File: src/rtl/hazard_stall_ctrl_pkg.sv
// Shared encodings for the IF/ID hazard controller: FSM states, the IF/ID NOP word
// and the bundled control-output type.
package hazard_stall_ctrl_pkg;

   localparam logic [1:0] HZ_RUN   = 2'd0;
   localparam logic [1:0] HZ_DWAIT = 2'd1;
   localparam logic [1:0] HZ_IWAIT = 2'd2;

   // add x0,x0,x0 -- loaded into IF/ID on a flush
   localparam logic [31:0] NOP = 32'h0000_0033;

   typedef struct packed {
      logic pc_write;
      logic ifid_stall;
      logic ifid_flush;
      logic idex_bubble;
      logic freeze;
      logic imem_abort;
   } hz_ctrl_t;

   function automatic hz_ctrl_t ctrl_reset();
      hz_ctrl_t c;
      c = '0;
      c.ifid_flush  = 1'b1;
      c.idex_bubble = 1'b1;
      return c;
   endfunction

endpackage

File: src/rtl/hazard_stall_ctrl_if.sv
// Decode-side hazard inputs and pipeline-control outputs of the hazard controller.
interface hazard_stall_ctrl_if #(
   parameter int unsigned REG_W = 5
);
   logic [REG_W-1:0] ID_rs1_i;
   logic [REG_W-1:0] ID_rs2_i;
   logic             IDEX_MemRead_i;
   logic [REG_W-1:0] IDEX_rd_i;
   logic             Branch_taken_i;
   logic             imem_ready_i;
   logic             dmem_req_i;
   logic             dmem_ready_i;
   logic             PC_write_o;
   logic             IFID_Stall_o;
   logic             IFID_Flush_o;
   logic             IDEX_Bubble_o;
   logic             Freeze_o;
   logic             imem_abort_o;

   modport master (
      output ID_rs1_i, ID_rs2_i, IDEX_MemRead_i, IDEX_rd_i, Branch_taken_i,
             imem_ready_i, dmem_req_i, dmem_ready_i,
      input  PC_write_o, IFID_Stall_o, IFID_Flush_o, IDEX_Bubble_o, Freeze_o, imem_abort_o
   );

   modport slave (
      input  ID_rs1_i, ID_rs2_i, IDEX_MemRead_i, IDEX_rd_i, Branch_taken_i,
             imem_ready_i, dmem_req_i, dmem_ready_i,
      output PC_write_o, IFID_Stall_o, IFID_Flush_o, IDEX_Bubble_o, Freeze_o, imem_abort_o
   );
endinterface

File: src/rtl/sat_counter.sv
// Saturating up-counter with asynchronous active-high clear.
module sat_counter #(
   parameter int unsigned CNT_W = 32
) (
   input  logic             clk_i,
   input  logic             rst_i,
   input  logic             inc_i,
   output logic [CNT_W-1:0] cnt_o
);

   logic [CNT_W-1:0] cnt_q;

   always_ff @(posedge clk_i or posedge rst_i) begin
      if (rst_i) begin
         cnt_q <= '0;
      end else if (inc_i && (cnt_q != '1)) begin
         cnt_q <= cnt_q + 1'b1;
      end
   end

   assign cnt_o = cnt_q;

endmodule

File: src/rtl/hazard_stall_ctrl.sv
// IF/ID and PC sequencing from load-use, taken-branch and memory-wait hazards,
// with saturating stall/flush statistics.
module hazard_stall_ctrl
   import hazard_stall_ctrl_pkg::*;
#(
   parameter int unsigned REG_W = 5,
   parameter int unsigned CNT_W = 32
) (
   input  logic               clk_i,
   input  logic               rst_i,
   hazard_stall_ctrl_if.slave hz,
   output logic [CNT_W-1:0]   Stall_cnt_o,
   output logic [CNT_W-1:0]   Flush_cnt_o
);

   localparam logic [REG_W-1:0] X0 = '0;

   logic [1:0] state_q, state_d;
   logic       lu, dmiss;
   hz_ctrl_t   run_ctrl, ctrl;
   logic [1:0] run_next;
   logic       run_flush, flush_inc, stall_inc;

   assign lu = hz.IDEX_MemRead_i && (hz.IDEX_rd_i != X0) &&
               ((hz.IDEX_rd_i == hz.ID_rs1_i) || (hz.IDEX_rd_i == hz.ID_rs2_i));
   assign dmiss = hz.dmem_req_i && !hz.dmem_ready_i;

   // Normal-issue decision, also used on the cycle a data wait releases.
   always_comb begin
      run_ctrl  = '0;
      run_next  = HZ_RUN;
      run_flush = 1'b0;
      if (dmiss) begin
         run_ctrl.freeze     = 1'b1;
         run_ctrl.ifid_stall = 1'b1;
         run_next            = HZ_DWAIT;
      end else if (lu) begin
         // Branch operands depend on the load, so a same-cycle branch is not honoured.
         run_ctrl.ifid_stall  = 1'b1;
         run_ctrl.idex_bubble = 1'b1;
      end else if (hz.Branch_taken_i) begin
         run_ctrl.pc_write   = 1'b1;
         run_ctrl.ifid_flush = 1'b1;
         run_flush           = 1'b1;
      end else if (!hz.imem_ready_i) begin
         run_ctrl.ifid_flush = 1'b1;
         run_next            = HZ_IWAIT;
      end else begin
         run_ctrl.pc_write = 1'b1;
      end
   end

   always_comb begin
      ctrl      = run_ctrl;
      state_d   = run_next;
      flush_inc = run_flush;
      case (state_q)
         HZ_DWAIT: begin
            if (!hz.dmem_ready_i) begin
               ctrl            = '0;
               ctrl.freeze     = 1'b1;
               ctrl.ifid_stall = 1'b1;
               state_d         = HZ_DWAIT;
               flush_inc       = 1'b0;
            end
         end
         HZ_IWAIT: begin
            // IF/ID already holds the NOP here, so load-use cannot match.
            if (!dmiss) begin
               ctrl      = '0;
               flush_inc = 1'b0;
               state_d   = HZ_RUN;
               if (hz.Branch_taken_i) begin
                  ctrl.pc_write   = 1'b1;
                  ctrl.imem_abort = 1'b1;
                  ctrl.ifid_flush = 1'b1;
                  flush_inc       = 1'b1;
               end else if (hz.imem_ready_i) begin
                  ctrl.pc_write = 1'b1;
               end else begin
                  ctrl.ifid_flush = 1'b1;
                  state_d         = HZ_IWAIT;
               end
            end
         end
         default: ;
      endcase
      if (rst_i) begin
         ctrl      = ctrl_reset();
         flush_inc = 1'b0;
      end
   end

   always_ff @(posedge clk_i or posedge rst_i) begin
      if (rst_i) begin
         state_q <= HZ_RUN;
      end else begin
         state_q <= state_d;
      end
   end

   assign stall_inc = !ctrl.pc_write && !rst_i;

   assign hz.PC_write_o    = ctrl.pc_write;
   assign hz.IFID_Stall_o  = ctrl.ifid_stall;
   assign hz.IFID_Flush_o  = ctrl.ifid_flush;
   assign hz.IDEX_Bubble_o = ctrl.idex_bubble;
   assign hz.Freeze_o      = ctrl.freeze;
   assign hz.imem_abort_o  = ctrl.imem_abort;

   sat_counter #(.CNT_W(CNT_W)) u_stall_cnt (
      .clk_i (clk_i),
      .rst_i (rst_i),
      .inc_i (stall_inc),
      .cnt_o (Stall_cnt_o)
   );

   sat_counter #(.CNT_W(CNT_W)) u_flush_cnt (
      .clk_i (clk_i),
      .rst_i (rst_i),
      .inc_i (flush_inc),
      .cnt_o (Flush_cnt_o)
   );

endmodule

File: src/flat_wrapper.sv
// flat-port wrapper written by rule: the top's interface ports become plain ports
module hazard_stall_ctrl_flat import hazard_stall_ctrl_pkg::*;
#(
   parameter int unsigned REG_W = 5,
   parameter int unsigned CNT_W = 32
)
  (clk_i, rst_i, Stall_cnt_o, Flush_cnt_o, hz_ID_rs1_i, hz_ID_rs2_i, hz_IDEX_MemRead_i, hz_IDEX_rd_i, hz_Branch_taken_i, hz_imem_ready_i, hz_dmem_req_i, hz_dmem_ready_i, hz_PC_write_o, hz_IFID_Stall_o, hz_IFID_Flush_o, hz_IDEX_Bubble_o, hz_Freeze_o, hz_imem_abort_o);
  hazard_stall_ctrl_if #(.REG_W(REG_W)) hz_i ();
  input  logic clk_i;
  input  logic rst_i;
  output logic [CNT_W-1:0] Stall_cnt_o;
  output logic [CNT_W-1:0] Flush_cnt_o;
  input wire logic [$bits(hz_i.ID_rs1_i)-1:0] hz_ID_rs1_i;
  input wire logic [$bits(hz_i.ID_rs2_i)-1:0] hz_ID_rs2_i;
  input wire logic [$bits(hz_i.IDEX_MemRead_i)-1:0] hz_IDEX_MemRead_i;
  input wire logic [$bits(hz_i.IDEX_rd_i)-1:0] hz_IDEX_rd_i;
  input wire logic [$bits(hz_i.Branch_taken_i)-1:0] hz_Branch_taken_i;
  input wire logic [$bits(hz_i.imem_ready_i)-1:0] hz_imem_ready_i;
  input wire logic [$bits(hz_i.dmem_req_i)-1:0] hz_dmem_req_i;
  input wire logic [$bits(hz_i.dmem_ready_i)-1:0] hz_dmem_ready_i;
  output wire logic [$bits(hz_i.PC_write_o)-1:0] hz_PC_write_o;
  output wire logic [$bits(hz_i.IFID_Stall_o)-1:0] hz_IFID_Stall_o;
  output wire logic [$bits(hz_i.IFID_Flush_o)-1:0] hz_IFID_Flush_o;
  output wire logic [$bits(hz_i.IDEX_Bubble_o)-1:0] hz_IDEX_Bubble_o;
  output wire logic [$bits(hz_i.Freeze_o)-1:0] hz_Freeze_o;
  output wire logic [$bits(hz_i.imem_abort_o)-1:0] hz_imem_abort_o;
  assign hz_i.ID_rs1_i = hz_ID_rs1_i;
  assign hz_i.ID_rs2_i = hz_ID_rs2_i;
  assign hz_i.IDEX_MemRead_i = hz_IDEX_MemRead_i;
  assign hz_i.IDEX_rd_i = hz_IDEX_rd_i;
  assign hz_i.Branch_taken_i = hz_Branch_taken_i;
  assign hz_i.imem_ready_i = hz_imem_ready_i;
  assign hz_i.dmem_req_i = hz_dmem_req_i;
  assign hz_i.dmem_ready_i = hz_dmem_ready_i;
  assign hz_PC_write_o = hz_i.PC_write_o;
  assign hz_IFID_Stall_o = hz_i.IFID_Stall_o;
  assign hz_IFID_Flush_o = hz_i.IFID_Flush_o;
  assign hz_IDEX_Bubble_o = hz_i.IDEX_Bubble_o;
  assign hz_Freeze_o = hz_i.Freeze_o;
  assign hz_imem_abort_o = hz_i.imem_abort_o;
  hazard_stall_ctrl #(.REG_W(REG_W), .CNT_W(CNT_W)) u_core (.clk_i(clk_i), .rst_i(rst_i), .hz(hz_i), .Stall_cnt_o(Stall_cnt_o), .Flush_cnt_o(Flush_cnt_o));
endmodule
File: config.mk
export PLATFORM = sky130hd
export DESIGN_NAME = hazard_stall_ctrl_flat
export DESIGN_NICKNAME = d
export VERILOG_FILES = /design/src/rtl/hazard_stall_ctrl_pkg.sv /design/src/rtl/hazard_stall_ctrl_if.sv /design/src/rtl/sat_counter.sv /design/src/rtl/hazard_stall_ctrl.sv /design/src/flat_wrapper.sv
export SDC_FILE = /design/constraint.sdc
export NUM_CORES = 1
export LEC_CHECK = 0
export CAP_MARGIN = 5
export CORE_UTILIZATION = 41
export CTS_CLUSTER_DIAMETER = 60
export CTS_CLUSTER_SIZE = 12
export DETAILED_ROUTE_END_ITERATION = 8
export PLACE_DENSITY = 0.76
export SYNTH_ARGS = -nofsm -noshare
export SYNTH_HDL_FRONTEND = slang
export SYNTH_HIERARCHICAL = 1
export SYNTH_SLANG_ARGS = --single-unit
export TNS_END_PERCENT = 50
File: constraint.sdc
create_clock -name clk_i -period 3.1 [get_ports clk_i]
set_input_delay 0.775 -clock clk_i [delete_from_list [all_inputs] [get_ports clk_i]]
set_output_delay 0.775 -clock clk_i [all_outputs]
set_load 0.05 [all_outputs]
==> results by group <==
CTS
  – Worst-Skew Late Latency: 0.33 ns
  – H-tree levels: 3
  – Clk slew on worst S/H paths: 0.07 ns
  – Total CTS buffers: 9
  – # clock sinks: 66
  – CTS tree: yes
  – Max Root-Sink Buffers: 2
  – # hold bufs at CTS: 0
  – CTS root buffer: clkbuf_8

Critical path
  – WP data required: 3.31 ns
  – Reg2Reg Setup Slack: 0.13 ns
  – CP max FO: 5
  – Worst setup EP type: flip-flop
  – Crit Reg-Reg Endpoint: u_core/u_stall_cnt/cnt_o[21]
  – Worst setup path class: input pin to flip-flop
  – Reg2reg start: u_core/state_q[1]
  – Reg2reg path depth: 11
  – CP arrival: 3.27 ns
  – Startpoint types: input pin

Drt
  – Drt initial violations: 69
  – Residual DRC: 0
  – Via count: 3120
  – Drt wl/cell: 15.41 um
  – Vias per std cell: 5.352
  – Drt pass-1 iters: 4
  – Routed wire length: 8.984 mm
  – Routed Antenna Nets: 0

Synth
  – Most used DFF post-synth: dfrtp_1
  – Post-synth top area share: 46.58%
  – Count leader, synth: dfrtp_1
  – Async S/R FF share, synth: 100.0%
  – EDFF count, synth: 0
  – Synthesized area per cell: 10.55 sq um
  – Synth cell count leaders: dfrtp_1 (66), xnor2_1 (52), nand3_1 (46), and3_1 (20), nand4_1 (20)
  – Area of the mapped netlist: 3546 sq um
  – Yosys top cell by area: dfrtp_1
  – Synth unique cells: 41
  – Main area contributors after synthesis: dfrtp_1 (47%), xnor2_1 (13%), nand3_1 (6.5%)
  – Sequential fraction of the synthesis area: 46.58%
  – Syn nets: 362
  – FF+latch count, synth: 66
  – Syn. warnings: 6
  – Post-Synthesis Cells: 336

Global route
  – GRT Overall Usage: 20.42%
  – Largest net degree at the start of global routing: 33
  – Vias in the first global route: 3010
  – Initial antenna violation count: 0
  – Total grt overflow: 0
  – Global-route wire length before repair: 14.45 mm

Hold path
  – Worst Hold Depth: 1
  – Min-delay src: u_core/u_stall_cnt/cnt_o[10]
  – Worst Hold End: u_core/u_stall_cnt/cnt_o[10]
  – HP Class: flip-flop to flip-flop

STA
  – Fin crit share: 98.44%
  – Final-report setup violation count: 0
  – Slew headroom: 57.43%
  – Final Critical Period: 3.052 ns
  – Fmax: 0.3277 GHz
  – Clk_skew: 0.008898 ns
  – Fin. max-slew vios: 0
  – Worst Max-Slew Pin Slew: 0.6337 ns
  – Final hold violations: 0
  – Hold WS: 0.4945 ns

Layout
  – Fillers: 665
  – Area of the multi-input gates: 1929 sq um
  – Nets: 499
  – Fin util: 63.67%
  – Layout area overhead: 49.01%
  – Reg area: 1652 sq um
  – # diodes: 0
  – Layout cell share with drive strength beyond 1: 21.55%

Placed design
  – Gpl congestion: 0.7882
  – Detailed placement HPWL: 6.337 mm
  – Port bufs: 91

Die
  – Die Ht: 95.00 um
  – Die W: 95.00 um
  – Total core area: 8299 sq um
  – Starting density of the core: 42.73%
  – Die footprint: 9024 sq um
  – I/O pins: 92
  – Rows: 33

Pwr
  – Peak supply drop: 0.5995 mV
  – Total chip power: 2.565 mW
  – LEAKAGE: 2.321 nW
  – Pwr Density: 485.5 nW/um^2

Run status
  – Status: completed

Flow run
  – Max cap viols: 0
==> worst max path at each step <==
stage | startpoint | endpoint | slack [ns]
after floorplan | hz_IDEX_rd_i[1] | u_core/u_flush_cnt/cnt_o[21] | -0.1
after global placement | hz_IDEX_rd_i[3] | u_core/u_stall_cnt/cnt_o[30] | -0.52
after detailed placement | hz_IDEX_rd_i[3] | u_core/u_stall_cnt/cnt_o[26] | -0.61
after CTS | hz_ID_rs2_i[3] | u_core/u_flush_cnt/cnt_o[21] | 0.003
after global routing | hz_IDEX_rd_i[4] | u_core/u_stall_cnt/cnt_o[21] | -0.07
final | hz_IDEX_rd_i[0] | u_core/u_stall_cnt/cnt_o[21] | 0.05
==> worst max-delay path: stages <==
cell and delay [ns]:
dlygate4sd2_1 0.27, xor2_1 0.16, nor3_2 0.22, a22o_1 0.25
a21o_1 0.24, nand3_2 0.10, or4_4 0.44, a311oi_4 0.34
clkbuf_16 0.22, nand4_1 0.11, xnor2_1 0.15
==> cells by family (layout without fill, tap and decap cells) <==
group | after synthesis | count (layout) | share of synthesized area, %
AO/OA/AOI/OAI | 36 | 36 | 9.209
XOR/XNOR | 66 | 66 | 16.30
adder cells (fa/ha/maj) | 4 | 4 | 1.411
buffers and inverters | 17 | 159 | 1.870
flip-flops | 66 | 66 | 46.58
multiplexers | 4 | 4 | 1.200
AND/OR/NAND/NOR | 143 | 143 | 23.43
==> metrics by stage <==
step                worst slack (ns)  TNS, ns  area, sq um  cells
floorplan                   -0.09919  -0.7078         3561    336
global placement             -0.5186   -16.47         4861    556
detailed placement           -0.6126   -19.55         4861    556
CTS                         0.002743        0         5149    577
global route                -0.06780  -0.4462         5284    583
finish                       0.04844        0         5284    583
==> cell usage in the layout (no fill, tap or decap), types with 6 or more instances in the layout <==
cell type	netlist	routed
nand3_1	46	42
a21oi_1	13	9
and3_1	20	20
buf_12	0	6
dlymetal6s2s_1	0	11
buf_4	0	39
dfrtp_1	66	66
nor2_1	14	13
xor2_1	14	14
xnor2_1	52	52
nand2_1	15	15
clkbuf_8	0	10
inv_1	11	10
clkdlybuf4s50_1	0	69
nand4_1	20	20
==> flip-flops by register name (all words and copies together) (netlist names) <==
| name | count |
|---|---|
| u_core/u_flush_cnt/cnt_o | 32 |
| u_core/state_q | 2 |
| u_core/u_stall_cnt/cnt_o | 32 |
==> routing by layer <==
metal / up-vias / wire length [um] / share of wire, % / global-route usage [%]
li1: 1493 / - / - / -
met1: 1536 / 4002 / 45 / 26.28
met2: 80 / 4516 / 50 / 35.01
met3: 11 / 375 / 4.2 / 4.750
met4: 0 / 89 / 0.99 / 4.040
met5: - / 0 / 0 / 0
==> repair_timing <==
action,in CTS,in global routing
gates cloned,0,1
resized for setup,13,30
endpoints found under the setup margin,40,30
setup buffers,5,5
pin swaps,6,12
==> power by group <==
| group | internal, mW | switching, mW |
|---|---|---|
| Sequential | 0.928 | 0.116 |
| Combinational | 0.289 | 0.439 |
| Clock | 0.473 | 0.321 |
| Total | 1.69 | 0.876 |
==> cell type report <==
type	instances	share of cell area (%)
Timing Repair Buffer	132	24.82
Tap cell	105	2.486
Clock inverter	5	1.468
Clock buffer	11	2.676
Multi-Input combinational cell	253	36.51
Inverter	11	0.7814
Sequential cell	66	31.26
No activity file was read; power rests on OpenSTA's default activity.
